**src/rtl/counter_scheduler.sv**
```systemverilog
// Round-robin arbiter sharing one interval counter among NREQ requesters.
// Each grant runs the count 0..target, then pulses done to its owner.
module counter_scheduler #(
    parameter int NREQ = 4,
    parameter int CW   = 4
) (
    input  logic             clk,
    input  logic             reset,
    input  logic [NREQ-1:0]  req,
    input  logic [NREQ*CW-1:0] len,
    input  logic             abort,
    output logic [NREQ-1:0]  gnt,
    output logic [NREQ-1:0]  done,
    output logic             busy,
    output logic             cnt_en,
    output logic [CW-1:0]    count
);

    localparam int PW = (NREQ > 1) ? $clog2(NREQ) : 1;

    typedef enum logic [1:0] {
        IDLE = 2'd0,
        RUN  = 2'd1,
        DONE = 2'd2
    } state_t;

    state_t          state_q, state_d;
    logic [PW-1:0]   ptr_q, ptr_d;
    logic [PW-1:0]   owner_q, owner_d;
    logic [CW-1:0]   target_q, target_d;
    logic [CW-1:0]   count_q, count_d;
    logic [NREQ-1:0] gnt_q, gnt_d;
    logic [NREQ-1:0] done_q, done_d;
    logic            busy_q, busy_d;
    logic            cnt_en_q, cnt_en_d;

    logic [PW-1:0]   pick;
    logic [PW-1:0]   idx;
    logic            found;
    logic [PW-1:0]   ptr_nxt;
    logic [NREQ-1:0] pick_oh;
    logic [NREQ-1:0] owner_oh;

    // First requester at or after ptr, wrapping at NREQ
    always_comb begin
        pick  = '0;
        idx   = '0;
        found = 1'b0;
        for (int k = 0; k < NREQ; k++) begin
            idx = PW'((int'(ptr_q) + k) % NREQ);
            if (!found && req[idx]) begin
                pick  = idx;
                found = 1'b1;
            end
        end
    end

    assign ptr_nxt  = (owner_q == PW'(NREQ - 1)) ? '0 : owner_q + 1'b1;
    assign pick_oh  = {{(NREQ-1){1'b0}}, 1'b1} << pick;
    assign owner_oh = {{(NREQ-1){1'b0}}, 1'b1} << owner_q;

    always_comb begin
        state_d  = state_q;
        ptr_d    = ptr_q;
        owner_d  = owner_q;
        target_d = target_q;
        count_d  = count_q;
        gnt_d    = '0;
        done_d   = '0;
        busy_d   = 1'b0;
        cnt_en_d = 1'b0;
        unique case (state_q)
            IDLE: begin
                count_d = '0;
                if (found) begin
                    owner_d  = pick;
                    target_d = len[int'(pick)*CW +: CW];
                    state_d  = RUN;
                    gnt_d    = pick_oh;
                    busy_d   = 1'b1;
                    cnt_en_d = 1'b1;
                end
            end
            RUN: begin
                if (abort) begin
                    state_d = IDLE;
                    count_d = '0;
                    ptr_d   = ptr_nxt;
                end else if (count_q == target_q) begin
                    state_d = DONE;
                    gnt_d   = owner_oh;
                    done_d  = owner_oh;
                    busy_d  = 1'b1;
                end else begin
                    count_d  = count_q + 1'b1;
                    gnt_d    = owner_oh;
                    busy_d   = 1'b1;
                    cnt_en_d = 1'b1;
                end
            end
            DONE: begin
                state_d = IDLE;
                count_d = '0;
                ptr_d   = ptr_nxt;
            end
            default: begin
                state_d = IDLE;
                count_d = '0;
            end
        endcase
    end

    always_ff @(posedge clk or negedge reset) begin
        if (!reset) begin
            state_q  <= IDLE;
            ptr_q    <= '0;
            owner_q  <= '0;
            target_q <= '0;
            count_q  <= '0;
            gnt_q    <= '0;
            done_q   <= '0;
            busy_q   <= 1'b0;
            cnt_en_q <= 1'b0;
        end else begin
            state_q  <= state_d;
            ptr_q    <= ptr_d;
            owner_q  <= owner_d;
            target_q <= target_d;
            count_q  <= count_d;
            gnt_q    <= gnt_d;
            done_q   <= done_d;
            busy_q   <= busy_d;
            cnt_en_q <= cnt_en_d;
        end
    end

    assign gnt    = gnt_q;
    assign done   = done_q;
    assign busy   = busy_q;
    assign cnt_en = cnt_en_q;
    assign count  = count_q;

endmodule

```
**config.mk**
```make
export PLATFORM = sky130hd
export DESIGN_NAME = counter_scheduler
export DESIGN_NICKNAME = d
export VERILOG_FILES = /design/src/rtl/counter_scheduler.sv
export SDC_FILE = /design/constraint.sdc
export NUM_CORES = 1
export LEC_CHECK = 0
export ABC_CLOCK_PERIOD_IN_PS = 2500
export CORE_ASPECT_RATIO = 0.8
export CORE_MARGIN = 4
export CORE_UTILIZATION = 28
export CTS_BUF_LIST = sky130_fd_sc_hd__clkbuf_8
export DETAILED_ROUTE_END_ITERATION = 8
export PLACE_DENSITY = 0.51
export SLEW_MARGIN = 20
export SYNTH_ARGS = -nofsm -noshare
export SYNTH_HDL_FRONTEND = slang
export SYNTH_SLANG_ARGS = --single-unit
```
**constraint.sdc**
```tcl
create_clock -name clk -period 2.5 [get_ports clk]
set_clock_uncertainty 0.1 [all_clocks]
set_input_delay 0.5 -clock clk [delete_from_list [all_inputs] [get_ports clk]]
set_output_delay 0.5 -clock clk [all_outputs]
set_load 0.05 [all_outputs]
```
Word-level counts from Yosys, hierarchy flattened
Index checks and enable logic that the tools add are counted.
Widths: inputs -> output; s select.
{ "op_classes": {"addsub": 5, "shifts": 3, "magnitude_cmp": 4, "n_mux": 38, "reduce_logical": 11, "n_eq_ne": 8} }
{ "op_table": {"columns": ["operator", "n"], "rows": [
  ["$mux 4", 8],
  ["$mux 2", 9],
  ["$shiftx 16x5->4", 1],
  ["$lt 2x3->1 const B", 4],
  ["$mux 1", 12],
  ["$bmux 1 s2", 4],
  ["$pmux 2 s2", 2],
  ["$pmux 4 s2", 1],
  ["$shl 1x2->4 const A", 2],
  ["$ne 3x3->1 const B", 2],
  ["$reduce_and 2->1", 3],
  ["$add 2x1->2 const B", 2],
  ["$add 2x2->2 const B", 2],
  ["$add 4x1->4 const B", 1],
  ["$eq 2x2->1 const B", 2],
  ["$eq 4x4->1", 1],
  ["$ne 2x2->1 const B", 2],
  ["$pmux 1 s2", 2],
  ["$logic_and 1x1->1", 3],
  ["$logic_not 1->1", 3],
  ["$eq 2x1->1 const B", 1],
  ["$logic_not 2->1", 1],
  ["$reduce_bool 2->1", 1]
]} }
{ "totals": {"reg_bits": 24, "word_cells": 78, "output_inout_bits": 14} }

Longest topological paths before layout
Gate-level depths: netlist (run 1).
{ "depth": {"depth_word": 15, "depth_mapped": 6, "depth_no_buf": 5} }

Least setup slack after synthesis (run 1)
Ideal clock, no wire load.
{ "synth_timing": {"path_type": "register to register", "start": "register count_q[2] (netlist: count[2])", "end": "register count_q[1] (netlist: count[1])", "path_stages_with_launch": 6, "arrival_time_ps": 1590, "setup_slack_ps": 686, "required_time_ps": 2277, "synth_period_minus_slack_ps": 1814, "n_path_buf": 1, "setup_ps": 123, "cell_sequence": "dfrtp_1 > xor2_1 > nor4_1 > buf_2 > mux2i_1 > nor2_1"} }
{ "synth_via": {"elab_chain_len": 2} }
{ "synth_rtl": {"columns": ["item", "line_no", "rtl"], "rows": [
  ["start, declared", "31", "logic [CW-1:0] count_q, count_d;"],
  ["start signal, assigned", "129", "count_q <= count_d;"],
  ["$eq 4x4->1", "89", "end else if (count_q == target_q) begin"],
  ["$ne 3x3->1 (no source line)", null, null]
]} }
Every way passes these cells.
A chain may end at the register's enable or synchronous reset.

Final worst setup path (run 1)
{ "layout_timing": {"start": "register count_q[0] (netlist: count[0])", "end": "output count[0]"} }
{ "layout_lines": {"columns": ["item", "line_no", "rtl"], "rows": [
  ["end, declared", "16", "output logic [CW-1:0] count"]
]} }
No word-level cell between the ends.

==> flow_metrics.env, run 1 <==
export IMPL_worst_setup_path_end_kind="primary output"
export IMPL_dpl_worst_slack_ns=0.227
export IMPL_final_cell_mix="clkdlybuf4s50_1 (36), dfrtp_1 (24), nand2_1 (11), mux2i_1 (9)"
export IMPL_start_util_pct=30.3
export IMPL_power_switching_w=0.000782
export IMPL_slew_viol_final=0
export IMPL_die_area_um2=5390
export IMPL_seq_area_frac_synth_pct=50.2
export IMPL_grt_pass1_wl_um=4490
export IMPL_fin_util_pct=42.7
export IMPL_wl_um=2590
export IMPL_highest_layer="met4"
export IMPL_cpLargestDelayFamily="buffers and inverters"
export IMPL_path_cells="clkdlybuf4s50_1"
export IMPL_layout_commonest_cell="clkdlybuf4s50_1"
export IMPL_hp_class="reg -> reg"
export IMPL_core_um2=3950
export IMPL_yosysWarnings=0
export IMPL_synth_cells=110
export IMPL_drt_wirelength_per_cell_um=12.6
export IMPL_fp_dieH_um=66.5
export IMPL_post_cts_buffers=0
export IMPL_start_kind="flop"
export IMPL_intPower_w=0.00104
export IMPL_via_count=935
export IMPL_hpwl_um=2070
export IMPL_ctsResizeCount=0
export IMPL_netSwitchingFraction_pct=42.9
export IMPL_startpoint="count[0]"
export IMPL_dr_wl_met2_um=1130
export IMPL_core_rowCount=20
export IMPL_tightest_slew_ns=0.503
export IMPL_ir_drop_mv=0.375
export IMPL_ys_ff_latch=24
export IMPL_grt_max_degree=25
export IMPL_clk_path_buf_depth=2
export IMPL_reg2reg_from="ptr_q[0]"
export IMPL_fin_crit_sh_pct=87.2
export IMPL_dieWidth_um=81.1
export IMPL_synth_distinct_cells=33
export IMPL_area_growth_pct=41.0
export IMPL_cts_sinks=24
export IMPL_met3WireLength_um=191
export IMPL_cts_hold_buffers=0
export IMPL_crit_buf_inv=1
export IMPL_p_leak_nw=0.796
export IMPL_seq_power_share_pct=34.7
export IMPL_relSlewSlack_pct=66.4
export IMPL_worstHoldStart="target_q[1]"
export IMPL_critical_path_max_stage_delay_ns=0.85
export IMPL_rsz0062_at_grt="no"
export IMPL_cts_clk_slew_worst_paths_ns=0.08
export IMPL_setup_viol=0
export IMPL_io_buffers=36
export IMPL_clockRootBuffer="clkbuf_8"
export IMPL_cp_max_fo=5
export IMPL_fin_hold_ws_ns=0.421
export IMPL_syn_avg_cell_area_um2=10.9
export IMPL_synth_nets=138
export IMPL_p_clk_share_pct=12.3
export IMPL_fin_ws_ns=0.320
export IMPL_firstDrtPassIters=4
export IMPL_netlist_area_um2=1200
export IMPL_finalHoldViolations=0
export IMPL_wl_met1_um=1260
export IMPL_clock_latency_ns=0.26
export IMPL_antenna_found_initial=0
export IMPL_final_layout_size_suffix_gt1_share_pct=8.61
export IMPL_ant_nets=0
export IMPL_finalWeightedCongestion=0.816
export IMPL_drt_iter0_drc=38
export IMPL_grt_overflow=0
export IMPL_worst_setup_path_type="reg -> out"
export IMPL_numCtsBuffers=3
export IMPL_drc=0
export IMPL_fin_crit_ns=2.18
export IMPL_cp_slowest_cell="clkdlybuf4s50_1"
export IMPL_io_pins=37
export IMPL_p_comb_share_pct=53.1
export IMPL_powerDensity_nw_per_um2=1080
export IMPL_power_w=0.00183
export IMPL_antenna_cells=0
export IMPL_ctsHtreeMaxLevel=1
export IMPL_final_nets=181
export IMPL_tns_ns=0
export IMPL_maxCapViolations=0
export IMPL_cts_tree="done"
export IMPL_grt_pass1_vias=972
export IMPL_viasPerCell=4.54
export IMPL_grt_use_total_pct=10.8
export IMPL_status="finished, final reports clean"
export IMPL_arrival_ns=1.58
export IMPL_cp_required_ns=1.90
export IMPL_max_freq_mhz=459
worst register-to-register path, cell delays in order (launching register included):
cell and delay [ns]:
dfrtp_1 0.43, o221a_1 0.29, o22ai_2 0.11, buf_4 0.24, mux2i_1 0.25, o221ai_1 0.13
flip-flops by register name (all words and copies together) (netlist names):
signal,count
state_q,2
count,4
gnt,4
done,4
owner_q,2
ptr_q,2
busy,1
target_q,4
cnt_en,1
synthesized netlist by cell type (all sizes together):
cell	n	area [µm²]
nand2	11	41.3
o31ai	2	15.0
mux2i	9	90.1
dfrtp	24	601
xor2	6	52.6
mux2	1	11.3
or3	2	12.5
a21o	2	15.0
and2	2	12.5
o22ai	2	18.8
buf	3	21.3
nor4	2	12.5
and3	4	25.0
o21ai	7	35.0
a32o	1	10.0
clkbuf	1	3.75
nand2b	1	6.26
inv	5	18.8
ha	5	62.6
nand3	1	5.00
and2b	1	7.51
nor2b	1	8.76
a22o	1	8.76
nor2	6	22.5
nor3	2	15.0
or2b	1	7.51
o221ai	4	35.0
o221a	1	11.3
a21oi	2	10.0
cell type report:
| type | instances | area (µm²) |
|---|---|---|
| timing repair buffer | 42 | 405 |
| tap | 55 | 68.8 |
| sequential | 24 | 601 |
| multi-input combinational | 77 | 552 |
| clock buffer | 3 | 41.3 |
| inverter | 5 | 18.8 |
| fill | 400 | 2270 |
stage by stage:
step,area [µm²],instances
2_1_floorplan,1200,110
3_3_place_gp,1650,203
3_5_place_dp,1650,203
4_1_cts,1690,206
5_1_grt,1690,206
6_report,1690,206
layer usage:
layer / up-vias / track usage, %
li1: 469 / -
met1: 436 / 14.3
met2: 28 / 17.4
met3: 2 / 3.24
met4: 0 / 2.53
met5: - / 0
power groups by stage:
stage          combinational (W)  sequential, W  clock [W]
2_1_floorplan           0.000470       0.000826          0
3_3_place_gp            0.000968       0.000639          0
3_5_place_dp            0.000977       0.000641          0
4_1_cts                 0.000982       0.000633   0.000231
6_report                0.000969       0.000633   0.000224
5_1_grt                  0.00106       0.000652   0.000246
worst paths after layout:
check                              end  slack [ns]  cells past startpoint
max                           count[0]        0.32                      1
max in group asynchronous  target_q[0]        1.57                      2
min                        target_q[1]        0.42                      2
min reg2reg                target_q[1]        0.42                      2
max reg2reg                target_q[0]        0.84                      5
min in group asynchronous       gnt[3]        0.50                      2
cells by family (layout without fill, tap and decap cells):
logic type | count (synthesis) | in the layout | synth area share (%)
fa+ha+maj | 5 | 5 | 5.23
flops | 24 | 24 | 50.2
simple gates | 34 | 34 | 14.7
xor+xnor | 6 | 6 | 4.39
compound gates | 22 | 22 | 13.3
mux | 10 | 10 | 8.47
buf+inv | 9 | 50 | 3.66
(Power assumes the default switching activity.)
==> run 2: changes to the inputs <==
CTS_CLUSTER_DIAMETER = 150   (was not set)
==> results of run 2 <==
Final layout, timing and power as in run 1 (identical DEF).
==> run 3: changes to the inputs <==
ABC_CLOCK_PERIOD_IN_PS = not set   (was 2500)
CORE_ASPECT_RATIO = not set   (was 0.8)
==> flow_metrics.env, run 3 (synthesized netlist as in run 1, its figures left out) <==
export IMPL_status="finished, final reports clean"
export IMPL_antenna_cells=0
export IMPL_hp_class="reg -> reg"
export IMPL_ant_nets=0
export IMPL_ir_drop_mv=0.357
export IMPL_rsz0062_at_grt="no"
export IMPL_io_buffers=36
export IMPL_clockRootBuffer="clkbuf_8"
export IMPL_finalWeightedCongestion=0.770
export IMPL_max_freq_mhz=459
export IMPL_cts_sinks=24
export IMPL_met3WireLength_um=110
export IMPL_fp_dieH_um=73.4
export IMPL_grt_pass1_vias=926
export IMPL_cp_required_ns=1.90
export IMPL_slew_viol_final=0
export IMPL_wl_um=2690
export IMPL_firstDrtPassIters=2
export IMPL_grt_pass1_wl_um=4430
export IMPL_regArea_um2=601
export IMPL_cp_max_fo=5
export IMPL_setup_viol=0
export IMPL_grt_max_degree=25
export IMPL_tns_ns=0
export IMPL_grt_overflow=0
export IMPL_worst_setup_path_end_kind="primary output"
export IMPL_cts_hold_buffers=0
export IMPL_numCtsBuffers=3
export IMPL_powerDensity_nw_per_um2=1130
export IMPL_area_growth_pct=42.4
export IMPL_critical_path_max_stage_delay_ns=0.85
export IMPL_highest_layer="met4"
export IMPL_final_cell_mix="clkdlybuf4s50_1 (36), dfrtp_1 (24), nand2_1 (11), mux2i_1 (9)"
export IMPL_crit_buf_inv=1
export IMPL_wl_met1_um=1210
export IMPL_die_area_um2=5380
export IMPL_cts_clk_slew_worst_paths_ns=0.08
export IMPL_layout_commonest_cell="clkdlybuf4s50_1"
export IMPL_cts_tree="done"
export IMPL_path_cells="clkdlybuf4s50_1"
export IMPL_clk_path_buf_depth=2
export IMPL_ctsResizeCount=0
export IMPL_tightest_slew_ns=0.506
export IMPL_via_count=953
export IMPL_dp_cells=197
export IMPL_viasPerCell=4.74
export IMPL_dieWidth_um=73.4
export IMPL_core_rowCount=23
export IMPL_cp_slowest_cell="clkdlybuf4s50_1"
export IMPL_drt_wirelength_per_cell_um=13.4
export IMPL_start_util_pct=29.5
export IMPL_clock_latency_ns=0.26
export IMPL_final_nets=180
export IMPL_maxCapViolations=0
export IMPL_cpLargestDelayFamily="buffers and inverters"
export IMPL_worst_setup_path_type="reg -> out"
export IMPL_fin_crit_sh_pct=87.2
export IMPL_post_cts_buffers=0
export IMPL_io_pins=37
export IMPL_finalHoldViolations=0
export IMPL_antenna_found_initial=0
export IMPL_n_fill_cell=376
export IMPL_relSlewSlack_pct=66.2
export IMPL_hpwl_um=2180
export IMPL_drc=0
export IMPL_p_leak_nw=0.805
export IMPL_multi_input_area_um2=552
export IMPL_grt_use_total_pct=10.5
export IMPL_start_kind="flop"
export IMPL_final_layout_size_suffix_gt1_share_pct=8.61
export IMPL_drt_iter0_drc=40
export IMPL_stdcell_count=201
export IMPL_arrival_ns=1.58
export IMPL_dr_wl_met2_um=1320
export IMPL_fin_crit_ns=2.18
export IMPL_core_um2=4060
export IMPL_ctsHtreeMaxLevel=1
run 3: cell types whose count changed in the layout (fill, tap and decap cells not counted):
cell       previous run  this run
buf_4                 6         5
bufinv_16             0         1
run 3: worst paths after layout:
kind	startpoint	end	slack, ns	cells past startpoint
worst max-delay path	count[0]	count[0]	0.32	1
worst min-delay path	target_q[2]	target_q[2]	0.43	2
max in group asynchronous	reset	target_q[2]	1.59	2
worst max register to register	ptr_q[0]	target_q[1]	0.82	5
worst min register to register	target_q[2]	target_q[2]	0.43	2
min in group asynchronous	reset	count[1]	0.48	2
run 3: power by group:
group | switching [W] | internal [W] | leakage [nW]
logic | 0.000557 | 0.000400 | 0.459
registers | 0.000112 | 0.000525 | 0.310
clock network | 0.000122 | 0.000214 | 0.0357
run 3: cell type report:
cell class,count,area share (%)
Sequential cell,24,35.3
Multi-Input combinational cell,77,32.4
Timing Repair Buffer,41,23.4
Tap cell,50,3.67
Clock buffer,3,2.42
Clock inverter,1,1.76
Inverter,5,1.10
run 3: metrics by stage:
step	power (W)	worst slack [ns]	util [%]	hold WS, ns	instance area [µm²]
3_5_place_dp	0.00161	0.206	40.2	0.406	1630
2_1_floorplan	0.00130	0.686	-	0.104	1200
3_3_place_gp	0.00160	0.216	40.2	0.411	1630
4_1_cts	0.00195	0.318	42.0	0.432	1700
6_report	0.00193	0.319	42.0	0.426	1700
5_1_grt	0.00206	0.278	42.0	0.446	1700
run 3: metal layers:
layer	global-route usage, %	up-vias
met1	14.0	456
met2	17.1	21
met3	1.64	4
met5	0	-
li1	-	472
met4	4.23	0
==> patch 1: new RTL, config.mk and constraints of run 2 <==
Encoding of `state_t`: now one-hot (3 bits for 3 states).
--- a/src/rtl/counter_scheduler.sv
+++ b/src/rtl/counter_scheduler.sv
@@ -18,10 +18,10 @@
 
     localparam int PW = (NREQ > 1) ? $clog2(NREQ) : 1;
 
-    typedef enum logic [1:0] {
-        IDLE = 2'd0,
-        RUN  = 2'd1,
-        DONE = 2'd2
+    typedef enum logic [2:0] {
+        IDLE = 3'b001,
+        RUN  = 3'b010,
+        DONE = 3'b100
     } state_t;
 
     state_t          state_q, state_d;
Function: no difference found for any inputs over 10 cycles, from zero or initial values and one cycle with reset low; not proved beyond that.
==> patch 1 against run 2 <==
- area after synthesis is 10% higher
- sequential cell count rose by 1
- total power is 3.9% lower
- critical path depth up 5
- die area increased by 9.3%
- fmax fell by 1.1%
- global-route usage shrank 0.33 points
- routed wire length rose by 13%
- register-to-register slack lost 300 ps
- core utilization fell by 3.1 points
- setup slack worse by 24 ps
- cell area is 7.2% higher
==> patch 1: results (changes against run 2) <==
status=completed; routed vias=1,070 (+14%); largest net degree at the start of global routing=26 (+4.0%); root buffer cell=clkbuf_8; CTS Buffer Depth=2 (unchanged); layout cells sized above 1=11.59% (+3.0 points); Fillers=475 (+19%); mux share of post-synthesis cell area=5.492% (-3.0 points); Worst Hold Class=reg -> reg; Setup Buffers After CTS=0 (unchanged); Worst-Skew Late Latency=260 ps (about the same); Tot GR Track Use=10.51% (-0.33 points); routability cong.=0.7430 (-8.9%); list of most frequent post-synthesis cells=24 x dfrtp_1, 12 x nand2_1, 8 x nor2_1; IO buf count=36 (unchanged); ys flop type=dfrtp_1; Wirelength per Cell=13.11 µm (+4.2%); Synth Area in XOR/XNOR=4.640% (+0.25 points); post-synthesis sequential area ratio=47.44% (-2.8 points); Distinct cells, synth=38 (+15%); initial antenna violation count=0 (unchanged); top post-synthesis cells by area=dfrtp_1 45%, ha_1 4.7%, mux2i_1 3.8%; starting DRC count in detailed routing=46 (+21%); Post-Synth Adder-Cell Area=4.735% (-0.50 points); post-CTS sizing=0 (unchanged); NetSw=0.7418 mW (-5.2%); Static Leakage=0.7675 nW (-3.5%); critical path peak fanout=6 (+1); maximum vdd drop=0.0002958 V (-21%); Num CTS Buffers=3 (unchanged); DRT Pass-1 Iters=4 (unchanged); Compound-Gate Fraction of Synth Area=16.76% (+3.5 points); CP Capture Type=flip-flop; Slew HR=66.92% (+0.55 points); ant diodes=0 (unchanged); worst path arrival time=2240 ps (+660 ps); final count of pins violating max slew=0 (unchanged); HPWL after detailed placement=2.382 mm (+15%); Synth Net Count=151 (+9.4%); Yosys warning count=0 (unchanged); clock transition at the registers of the reported paths=80 ps (about the same); first-pass GRT wire length=5.064 mm (+13%); ys async rst share=100.0% (unchanged); Final nets=193 (+6.6%)
[patch 1: cell count changes in the layout (fill, tap and decap cells not counted), sizes merged, moves of 4 or more]
cell | before | now
nor4b | 0 | 4
xnor2 | 0 | 5
o311ai | 0 | 4
nor2 | 6 | 10
mux2i | 9 | 5
o221ai | 4 | 0
o31a | 0 | 4
xor2 | 6 | 2
o21ai | 7 | 11
[patch 1: cell families (layout without fill, tap and decap cells)]
kind of cell               after synthesis  after routing
AOI/OAI and AO/OA                       28             28
xor gates and xnor gates                 7              7
adders and majority gates                5              5
buffers and inverters                    8             49
DFF                                     25             25
muxes                                    7              7
and+or+nand+nor                         43             43
[patch 1: metal layers]
| metal | global-route usage, % | share of wire [%] |
|---|---|---|
| met1 | 14.55 | 47 |
| met2 | 16.25 | 45 |
| met3 | 2.138 | 6.5 |
| met4 | 3.691 | 0.95 |
| met5 | 0 | 0 |
[patch 1: final cells by class]
class                      count  share of cell area (%)
multi-input combinational     90                   35.85
clock inverter                 1                  0.2076
sequential                    25                   34.67
inverter                       4                  0.8305
timing repair buffer          41                   22.01
tap                           60                   4.152
clock buffer                   3                   2.284
[patch 1: path summary, 6_finish.rpt]
kind	to	cells past startpoint	start	slack (ps)
setup / recovery	target_q[1]	6	req[0]	300
hold / removal	target_q[3]	2	target_q[3]	420
setup reg to reg	target_q[1]	5	ptr_q[1]	540
hold reg to reg	target_q[3]	2	target_q[3]	420
max in group asynchronous	state_q[0]	2	reset	1520
min in group asynchronous	count[1]	2	reset	490
[patch 1: power groups by stage]
stage / Clock [mW] / Combinational [mW] / Sequential, mW
4_1_cts: 0.237 / 0.902 / 0.637
6_report: 0.227 / 0.891 / 0.636
3_3_place_gp: 0 / 0.894 / 0.636
2_1_floorplan: 0 / 0.510 / 0.780
3_5_place_dp: 0 / 0.900 / 0.643
5_1_grt: 0.256 / 0.983 / 0.659
[patch 1: per-stage QoR]
stage                     setup slack, ps  cells  cell area [µm²]  utilization [%]
after global placement              32.36    220             1763            38.58
after global routing                132.5    224             1808            39.57
final                               296.2    224             1808            39.57
after detailed placement            13.52    220             1763            38.58
after floorplan                     604.8    123             1321                -
after CTS                           300.3    224             1808            39.57
[patch 1: critical path: stages]
cell and delay [ps]:
clkdlybuf4s50_1 470, or4_1 600, and3_1 260, o211a_2 210, o21ai_2 80, o311ai_2 120
==> patch 2: new RTL, settings of run 2 <==
Made on the original files. `NREQ`: 4 -> 8.
--- a/src/rtl/counter_scheduler.sv
+++ b/src/rtl/counter_scheduler.sv
@@ -1,7 +1,7 @@
 // Round-robin arbiter sharing one interval counter among NREQ requesters.
 // Each grant runs the count 0..target, then pulses done to its owner.
 module counter_scheduler #(
-    parameter int NREQ = 4,
+    parameter int NREQ = 8,
     parameter int CW   = 4
 ) (
     input  logic             clk,
Interface: changed (resized done, gnt, len and req); port bits go from 37 to 65. No check against the original RTL was run, so the function may have changed too.
==> patch 2 against run 2 <==
- the flow now finishes with violations (negative setup slack)
- worst hold slack better by 38 ps
- synthesized cell count grew 140%
- core utilization increased by 4.3 points
- cell area rose to 2.6 times the old value
- fmax decreased by 36%
- routed wire length rose to 3.1 times the old value
- combinational power grew to 6.0 times the old value
- sequential cell count grew 10
- non-clock buffer count grew 97
- global-route usage increased by 3.3 points
- setup slack worse by 1200 ps
- area after synthesis is 130% higher
- total power rose to 3.9 times the old value
- critical endpoint is now target_q[0]
==> patch 2: results (changes against run 2) <==
status=finished with violations; failing checks=negative setup slack; first-pass GRT wire length=13.00 mm (+190%); Distinct cells, synth=54 (+64%); maximum vdd drop=0.0005177 V (+38%); worst path arrival time=3550 ps (+1970 ps); Layout Cells excl Fill=514 (+150%); Final WS setup=-924.9 ps (-1245 ps); Worst Reg-to-Reg Cells=11 (+6); Num CTS Buffers=5 (+2); Tot GR Track Use=14.10% (+3.3 points); Static Leakage=1.910 nW (+140%); PD cells=1641 mW/mm² (+52%); routability cong.=0.8575 (+5.1%); dpl ws=-1438 ps (-1665 ps); layout cells sized above 1=38.85% (+30 points); top post-synthesis cells by area=dfrtp_1 31%, mux4_2 12%, mux2i_1 10%; placed insts=486 (+140%); CP max-delay cell=mux4_2; vias in the first global route=2,622 (+170%); starting DRC count in detailed routing=127 (+230%); post-CTS sizing=44 (+44); via/cell ratio=5.010 (+10%); combinational power=5.85 mW (+500%); Synth Net Count=320 (+130%); Hold Crit Depth=1 (-1); delay-heaviest family, CP=multiplexers; final setup fails=18 (+18); Setup Buffers After CTS=17 (+17); Worst-Skew Late Latency=280 ps (+20 ps); Worst Hold Launch=owner_q[0]; post-synthesis sequential area ratio=31.21% (-19 points); list of most frequent post-synthesis cells=34 x dfrtp_1, 29 x nand2_1, 28 x mux2i_1; Setup crit end=target_q[0]; sequential share of power=12.3% (-22 points); Syn Inst Count=268 (+140%); largest net degree at the start of global routing=35 (+40%); Final nets=450 (+150%); Post-DP Area=0.003874 mm² (+140%); IO buf count=64 (+78%); HPWL after detailed placement=6.110 mm (+200%); ys async rst share=100.0% (unchanged); critical path peak fanout=7 (+2)
-- patch 2: logic make-up (layout without fill, tap and decap cells) --
group / Yosys count / in the layout / share of synthesized area (%)
multiplexers: 54 / 54 / 27.03
AND/OR/NAND/NOR: 71 / 71 / 11.84
buffers and inverters: 26 / 157 / 5.920
adder cells (fa/ha/maj): 9 / 9 / 4.130
flip-flops: 34 / 34 / 31.21
AO/OA/AOI/OAI: 64 / 64 / 16.66
XOR/XNOR: 10 / 10 / 3.213
-- patch 2: layout make-up --
type / count / area [µm²]
clock buffers: 6 / 82.58
well taps: 115 / 143.9
multi-input cells: 208 / 1926
flip-flops and latches: 34 / 852.1
clock inverters: 2 / 12.51
fillers: 852 / 4917
repair buffers: 139 / 1292
inverters: 10 / 43.79
-- patch 2: routing by layer --
layer	GRT usage (%)	vias to the layer above	part of all wire (%)	wire length (µm)
met5	0	-	0	0
met4	2.341	0	0.21	17
met3	3.114	2	6.2	498
met2	22.02	79	46	3666
met1	20.33	1248	48	3869
li1	-	1246	-	-
